**src/rtl/sample_window_gen_pkg.sv**
```systemverilog
// Shared constants and types for the sample window generator.
package sample_window_gen_pkg;

  localparam int DW = 27;
  localparam int CW = 13;

  typedef logic [CW-1:0] cnt_t;

  typedef enum logic [1:0] {
    ST_IDLE = 2'd0,
    ST_WAIT = 2'd1,
    ST_RUN  = 2'd2,
    ST_DONE = 2'd3
  } state_t;

endpackage

```
**src/rtl/sample_window_gen_if.sv**
```systemverilog
// Request/config/sample bundle between a controller and the window generator.
interface sample_window_gen_if;
  import sample_window_gen_pkg::*;

  logic          start;
  cnt_t          cfg_dly;
  cnt_t          cfg_len;
  logic [DW-1:0] src_din;
  logic          sel;
  logic [DW-1:0] din;
  logic          busy;
  logic          done;
  logic          drop;

  modport master (
    output start, cfg_dly, cfg_len, src_din,
    input  sel, din, busy, done, drop
  );

  modport slave (
    input  start, cfg_dly, cfg_len, src_din,
    output sel, din, busy, done, drop
  );

endinterface

```
**src/rtl/sample_window_gen.sv**
```systemverilog
// Sample window generator: after a start, waits cfg_dly cycles, then opens a
// sel window of cfg_len cycles forwarding registered src_din samples.
//
// state   | meaning
// --------+--------------------------------------------------------------
// ST_IDLE | waiting for start
// ST_WAIT | delay countdown, counter holds remaining delay cycles
// ST_RUN  | sel window open, counter holds remaining window cycles
// ST_DONE | single-cycle completion pulse, starts here are dropped
module sample_window_gen
  import sample_window_gen_pkg::*;
(
  input  logic               CLK,
  input  logic               RST_X,
  input  logic               FRST,
  sample_window_gen_if.slave bus
);

  state_t        state_q, state_d;
  cnt_t          cnt_q, cnt_d;
  cnt_t          len_q, len_d;
  logic [DW-1:0] din_q, din_d;
  logic          drop_q, drop_d;

  // Next-state, counter reload/countdown, drop flag and sample capture.
  // The delay only lives in the counter; the length is held for the
  // WAIT->RUN reload.
  always_comb begin
    state_d = state_q;
    cnt_d   = cnt_q;
    len_d   = len_q;
    drop_d  = drop_q;

    if (FRST) begin
      state_d = ST_IDLE;
      cnt_d   = '0;
      drop_d  = 1'b0;
    end else begin
      if (bus.start && (state_q != ST_IDLE)) begin
        drop_d = 1'b1;
      end
      case (state_q)
        ST_IDLE: begin
          if (bus.start) begin
            len_d = bus.cfg_len;
            if (bus.cfg_dly != '0) begin
              state_d = ST_WAIT;
              cnt_d   = bus.cfg_dly;
            end else if (bus.cfg_len != '0) begin
              state_d = ST_RUN;
              cnt_d   = bus.cfg_len;
            end else begin
              state_d = ST_DONE;
              cnt_d   = '0;
            end
          end
        end
        ST_WAIT: begin
          if (cnt_q == cnt_t'(1)) begin
            if (len_q != '0) begin
              state_d = ST_RUN;
              cnt_d   = len_q;
            end else begin
              state_d = ST_DONE;
              cnt_d   = '0;
            end
          end else begin
            cnt_d = cnt_q - cnt_t'(1);
          end
        end
        ST_RUN: begin
          if (cnt_q == cnt_t'(1)) begin
            state_d = ST_DONE;
            cnt_d   = '0;
          end else begin
            cnt_d = cnt_q - cnt_t'(1);
          end
        end
        ST_DONE: begin
          state_d = ST_IDLE;
          cnt_d   = '0;
        end
        default: begin
          state_d = ST_IDLE;
          cnt_d   = '0;
        end
      endcase
    end

    din_d = (state_d == ST_RUN) ? bus.src_din : '0;
  end

  // State, counter, latched length, output sample and sticky drop registers.
  always_ff @(posedge CLK or negedge RST_X) begin
    if (!RST_X) begin
      state_q <= ST_IDLE;
      cnt_q   <= '0;
      len_q   <= '0;
      din_q   <= '0;
      drop_q  <= 1'b0;
    end else begin
      state_q <= state_d;
      cnt_q   <= cnt_d;
      len_q   <= len_d;
      din_q   <= din_d;
      drop_q  <= drop_d;
    end
  end

  assign bus.sel  = (state_q == ST_RUN);
  assign bus.din  = din_q;
  assign bus.busy = (state_q != ST_IDLE);
  assign bus.done = (state_q == ST_DONE);
  assign bus.drop = drop_q;

endmodule

```
**src/flat_wrapper.sv**
```systemverilog
// flat-port wrapper written by rule: the top's interface ports become plain ports
module sample_window_gen_flat import sample_window_gen_pkg::*;
  (CLK, RST_X, FRST, bus_start, bus_cfg_dly, bus_cfg_len, bus_src_din, bus_sel, bus_din, bus_busy, bus_done, bus_drop);
  sample_window_gen_if bus_i ();
  input  logic CLK;
  input  logic RST_X;
  input  logic FRST;
  input wire logic [$bits(bus_i.start)-1:0] bus_start;
  input wire logic [$bits(bus_i.cfg_dly)-1:0] bus_cfg_dly;
  input wire logic [$bits(bus_i.cfg_len)-1:0] bus_cfg_len;
  input wire logic [$bits(bus_i.src_din)-1:0] bus_src_din;
  output wire logic [$bits(bus_i.sel)-1:0] bus_sel;
  output wire logic [$bits(bus_i.din)-1:0] bus_din;
  output wire logic [$bits(bus_i.busy)-1:0] bus_busy;
  output wire logic [$bits(bus_i.done)-1:0] bus_done;
  output wire logic [$bits(bus_i.drop)-1:0] bus_drop;
  assign bus_i.start = bus_start;
  assign bus_i.cfg_dly = bus_cfg_dly;
  assign bus_i.cfg_len = bus_cfg_len;
  assign bus_i.src_din = bus_src_din;
  assign bus_sel = bus_i.sel;
  assign bus_din = bus_i.din;
  assign bus_busy = bus_i.busy;
  assign bus_done = bus_i.done;
  assign bus_drop = bus_i.drop;
  sample_window_gen u_core (.CLK(CLK), .RST_X(RST_X), .FRST(FRST), .bus(bus_i));
endmodule
```
**config.mk**
```make
export PLATFORM = sky130hd
export DESIGN_NAME = sample_window_gen_flat
export DESIGN_NICKNAME = d
export VERILOG_FILES = /design/src/rtl/sample_window_gen_pkg.sv /design/src/rtl/sample_window_gen_if.sv /design/src/rtl/sample_window_gen.sv /design/src/flat_wrapper.sv
export SDC_FILE = /design/constraint.sdc
export NUM_CORES = 1
export LEC_CHECK = 0
export ABC_CLOCK_PERIOD_IN_PS = 5100
export CORE_MARGIN = 5
export CORE_UTILIZATION = 52
export CTS_BUF_LIST = sky130_fd_sc_hd__clkbuf_4 sky130_fd_sc_hd__clkbuf_8
export DETAILED_ROUTE_END_ITERATION = 12
export PLACE_DENSITY = 0.95
export RECOVER_POWER = 100
export SYNTH_ARGS = -nofsm -noshare
export SYNTH_HDL_FRONTEND = slang
export SYNTH_SLANG_ARGS = --single-unit
```
**constraint.sdc**
```tcl
create_clock -name CLK -period 5.1 [get_ports CLK]
set_clock_uncertainty 0.2 [all_clocks]
set_input_delay 0.51 -clock CLK [delete_from_list [all_inputs] [get_ports CLK]]
set_output_delay 0.51 -clock CLK [all_outputs]
set_load 0.01 [all_outputs]
```
# Word-level counts from Yosys, hierarchy flattened
# Cells that the tools add are included.
# classes
eq_ne	6
bitwise	1
addsub	1
n_reduce_logical	8
muxes	19
# op_table
op	n
$mux 13	7
$pmux 13 s4	1
$reduce_bool 13->1	3
$mux 27	1
$eq 13x1->1 const B	1
$sub 13x1->13 const B	1
$mux 2	5
$pmux 2 s4	1
$eq 2x2->1 const B	3
$mux 1	4
$reduce_bool 2->1	2
$ne 3x3->1 const B	1
$reduce_and 3->1	1
$eq 2x1->1 const B	1
$logic_not 2->1	1
$logic_and 1x1->1	1
$not 1->1	1
# totals
out_inout_bits	31
register_bits	56
wordCells	40
in_bits	57

# Longest topological paths before layout
# depth
ltp_word	8
depth_mapped	8
mapped_depth_nobuf	7

# Least setup slack after synthesis
# Ideal clock, no wire load.
# synth_timing
path_type	register to register
startpoint	reg u_core.cnt_q[1]
endpoint	reg u_core.din_q[17] (netlist: u_core.bus.din[17])
stages_incl_launch_ff	9
required_time_ns	4.764
setup_slack_ns	2.897
arrival_ns	1.867
period_less_slack_ns	2.203
path_buffers	1
setup_ns	0.136
cell_sequence	dfrtp_1 > inv_1 > ha_1 > or4b_4 > nor2_1 > a21oi_2 > nor3_4 > buf_6 > nor3b_1
# synth_via
elab_chain_len	6
elab_cells_between_ends	7
classes_between	eq/ne (2); mux (5)
# synth_rtl
item	line_no	source
start, declared	sample_window_gen.sv:20	cnt_t cnt_q, cnt_d;
start signal, assigned	sample_window_gen.sv:103	cnt_q <= cnt_d;
$eq 13x1->1 (*)	sample_window_gen.sv:59, sample_window_gen.sv:72	
$mux 2 (on tied branches)	sample_window_gen.sv:72, sample_window_gen.sv:59	
$pmux 2 s4 (*)	sample_window_gen.sv:42	case (state_q)
$mux 2 (*)	sample_window_gen.sv:34	if (FRST) begin
named net u_core.state_d[0]	sample_window_gen.sv:19	state_t state_q, state_d;
$eq 2x2->1 (*)	sample_window_gen.sv:90	din_d = (state_d == ST_RUN) ? bus.src_din : '0;
$mux 27 (*)	sample_window_gen.sv:90	
named net u_core.din_d[17]	sample_window_gen.sv:22	logic [DW-1:0] din_q, din_d;
end signal, assigned	sample_window_gen.sv:105	din_q <= din_d;
end, declared	sample_window_gen.sv:22	
# Mark *: on every way through the listed nets, which the timed path passes. The rest lies on a longest branch.
# A chain may end at the register's enable or synchronous reset.

# Final worst setup path
# layout_timing
startpoint	reg u_core.state_q[1]
endpoint	out bus_busy
# layout_via
elab_chain_len	1
# layout_rtl
item	line_no	source
start, declared	sample_window_gen.sv:19	
start signal, assigned	sample_window_gen.sv:102	state_q <= state_d;
$reduce_bool 2->1	sample_window_gen.sv:112	assign bus.busy = (state_q != ST_IDLE);
end, declared	flat_wrapper.sv:14	output wire logic [$bits(bus_i.busy)-1:0] bus_busy;
# No other way between the ends.

==> qor.txt <==
Clock Sinks: 56
pwr dens: 265.6 nW/um^2
crit-path max FO: 23
htree depth: 2
# fillers: 355
hold bufs inserted after CTS: 0
worst rel slew slack: -0.9460
crit path capture type: output port
total gr overflow: 0
CP Buf/Inv Count: 2
Final setup viols: 0
via-per-instance ratio: 6.242
Clk pwr share: 0.258
flops & latches, synth: 56
RSZ-0062 raised after global routing: false
largest net degree at the start of global routing: 57
FF-to-FF path depth: 5
gr usage total: 0.2181
core box area: 5172 sq um
Yosys warning count: 0
die height: 83.29 um
IR Drop Worst-Case VDD: 0.0001665 V
area of the multi-input gates: 1297 sq um
first drt pass iteration count: 6
R2R Path End: u_core.len_q[3]$_DFFE_PN0P_
CTS root buffer: clkbuf_8
register area: 1401 sq um
number of remaining DRC errors: 0
switching part of the total: 0.3036
Final Hold Fails: 0
diode count: 0
failing checks: capacitance limit, slew limit
fin nets: 402
outcome: complete, but fails checks
number of CTS-inserted buffers: 5
critical path startpoint: u_core.state_q[1]$_DFF_PN0_
setup bufs post-CTS: 0
die area: 6936 sq um
Site Rows: 26
R2R setup slack: 1.76 ns
initial antenna violation count: 0
Syn Inst Count: 257
Critical Path, Cell by Cell: nor2_1 > inv_1 > dlygate4sd3_1
final WL: 7759 um
switching power: 0.0003054 W
max-slew violations: 57
Net Count, Synth: 316
CP Launch Type: register
Mapped Area: 2793 sq um
Fmax achieved: 284.8 MHz
pre-CTS setup slack: 1.790 ns
Final GP Congestion: 0.9950
post-synthesis cell type count: 51
leakage power: 1.607 nW
setup ws final: 1.589 ns
Seq/Total Area, Yosys: 0.5018
Clk Latency, worst-skew pair: 0.31 ns
Post-DP HPWL: 5697 um
Syn Area/Cell: 10.87 sq um
Stages on worst setup path: 3
I/O Pins: 88
Internal: 0.0007004 W
EDFF count, synth: 0
Crit Path Category: register to output port
Yosys top cell by area: dfrtp_1
fin crit period: 3.511 ns
Max Cap Violations: 1
CTS tree: built
Setup TNS: 0 ns
dominant cells by area after synthesis: dfrtp_1, nor3b_1, mux2_2
vias: 2,584
finished layout cell area: 3787 sq um
CP top delay family: buffers and inverters
hold path start: u_core.bus.drop$_DFFE_PN0P_
min-delay worst type: register to register
area growth from synthesis to layout: 35.62%
asr flop ratio synth: 1.000
DRT iter0 DRCs: 391
Final ANT Viol Nets: 0
input/output buffers: 87
WL/cell: 18.74 um
transition time of the tightest slew-check pin: 2.919 ns
ys flop type: dfrtp_1
period utilization: 0.6884
WP data required: 4.39 ns
first-pass GRT wire length: 12,300 um
layout cell share with drive strength beyond 1: 0.09884
CTS clk-pin slew, worst paths: 0.10 ns
Starting Density: 0.5399
Comb power frac: 0.225
crit path DAT: 2.80 ns
Seq pwr share: 0.517
Worst R2R Start: u_core.state_q[1]$_DFF_PN0_
Placed Area: 3710 sq um
Worst Setup EP: bus_busy
Synth top area share: 0.5018
Clock Tree Buf Depth: 2
post_cts resized: 0
Critical Path Max Stage Delay: 0.77 ns
Die X: 83.29 um
vias in the first global route: 2,541
slowest CP cell: dlygate4sd3_1
-- synthesized netlist by cell type, types with 2 or more instances --
master,count
nand3_1,4
nand4_1,3
or3_1,2
nor3b_1,26
clkbuf_1,7
nor3_1,11
inv_1,8
buf_6,2
xnor2_1,4
and3_1,2
ha_1,2
nor4_1,7
a211oi_1,7
a221oi_1,10
nand2_1,9
a31oi_1,3
nor2_1,29
o31ai_1,4
or4_1,2
a41oi_1,3
a21oi_1,7
mux2_2,13
o21ai_0,7
dfrtp_1,56
o21a_1,2
or4_4,2
-- area by class of cell --
type                       instances  area share
clock inverter                     2    0.004625
multi-input combinational        182      0.3426
clock buffer                       6     0.02015
sequential                        56      0.3700
inverter                           8    0.007929
tap                               70     0.02313
timing repair buffer              90      0.2316
-- how the worst min path moves through the flow --
stage          slack, ns  cells after the start                      endpoint
2_1_floorplan       0.01                      0   u_core.bus.din[0]$_DFF_PN0_
3_3_place_gp        0.28                      2   u_core.bus.drop$_DFFE_PN0P_
3_5_place_dp        0.29                      2   u_core.bus.drop$_DFFE_PN0P_
4_1_cts             0.15                      2  u_core.bus.din[11]$_DFF_PN0_
5_1_grt             0.37                      2   u_core.bus.drop$_DFFE_PN0P_
6_report            0.30                      2   u_core.bus.drop$_DFFE_PN0P_
-- tightest hold or removal path: cells and delay by family, from the launching register on --
family / cells / cell delay, ns
DFF: 1 / 0.35
AOI/OAI and AO/OA: 1 / 0.04
and+or+nand+nor: 1 / 0.07
-- state kept, by name (all words and copies together), names as in the netlist --
name / count
u_core.cnt_q: 13
u_core.bus.din: 27
u_core.len_q: 13
u_core.state_q: 2
u_core.bus.drop: 1
-- power by group through the flow --
| stage | combinational [W] | sequential [W] | clock [W] |
|---|---|---|---|
| after floorplan | 0.000138 | 0.000516 | 0 |
| after global placement | 0.000218 | 0.000525 | 0 |
| after detailed placement | 0.000223 | 0.000527 | 0 |
| after CTS | 0.000225 | 0.000518 | 0.000257 |
| after global routing | 0.000242 | 0.000524 | 0.000277 |
| final | 0.000226 | 0.000520 | 0.000260 |
-- cells in the final DEF, fill, tap and decap left out, types with 4 or more instances in the layout --
cell | netlist | layout
nand3_1 | 4 | 4
clkbuf_8 | 1 | 5
a21oi_1 | 7 | 7
nor2_1 | 29 | 29
clkdlybuf4s50_1 | 0 | 55
a211oi_1 | 7 | 7
dlygate4sd3_1 | 0 | 31
mux2_2 | 13 | 12
inv_1 | 8 | 8
o21ai_0 | 7 | 7
a221oi_1 | 10 | 10
nor3b_1 | 26 | 27
nor3_1 | 11 | 11
xnor2_1 | 4 | 4
nand2_1 | 9 | 9
dfrtp_1 | 56 | 56
o31ai_1 | 4 | 4
nor4_1 | 7 | 7
-- kinds of logic after synthesis --
logic type	synth area share
adder cells (fa/ha/maj)	0.008959
XOR/XNOR	0.01568
AND/OR/NAND/NOR	0.2464
buffers and inverters	0.03494
AO/OA/AOI/OAI	0.1362
multiplexers	0.05600
flip-flops	0.5018
-- metrics by stage --
stage / power [W] / utilization / hold WS [ns] / instances
after detailed placement: 0.0007501 / 0.7172 / 0.2925 / 406
final: 0.001006 / 0.7322 / 0.3037 / 414
after global placement: 0.0007432 / 0.7172 / 0.2834 / 406
after global routing: 0.001044 / 0.7322 / 0.3697 / 414
after floorplan: 0.0006536 / - / 0.01441 / 257
after CTS: 0.001001 / 0.7354 / 0.1468 / 414
-- per-layer routing --
metal  wire length, um  global-route usage
met5                 0                   0
met4               205             0.06092
met3               931             0.07129
met2              3802              0.3776
met1              2819              0.2587
Note: power is estimated with default switching activity, not from simulation.
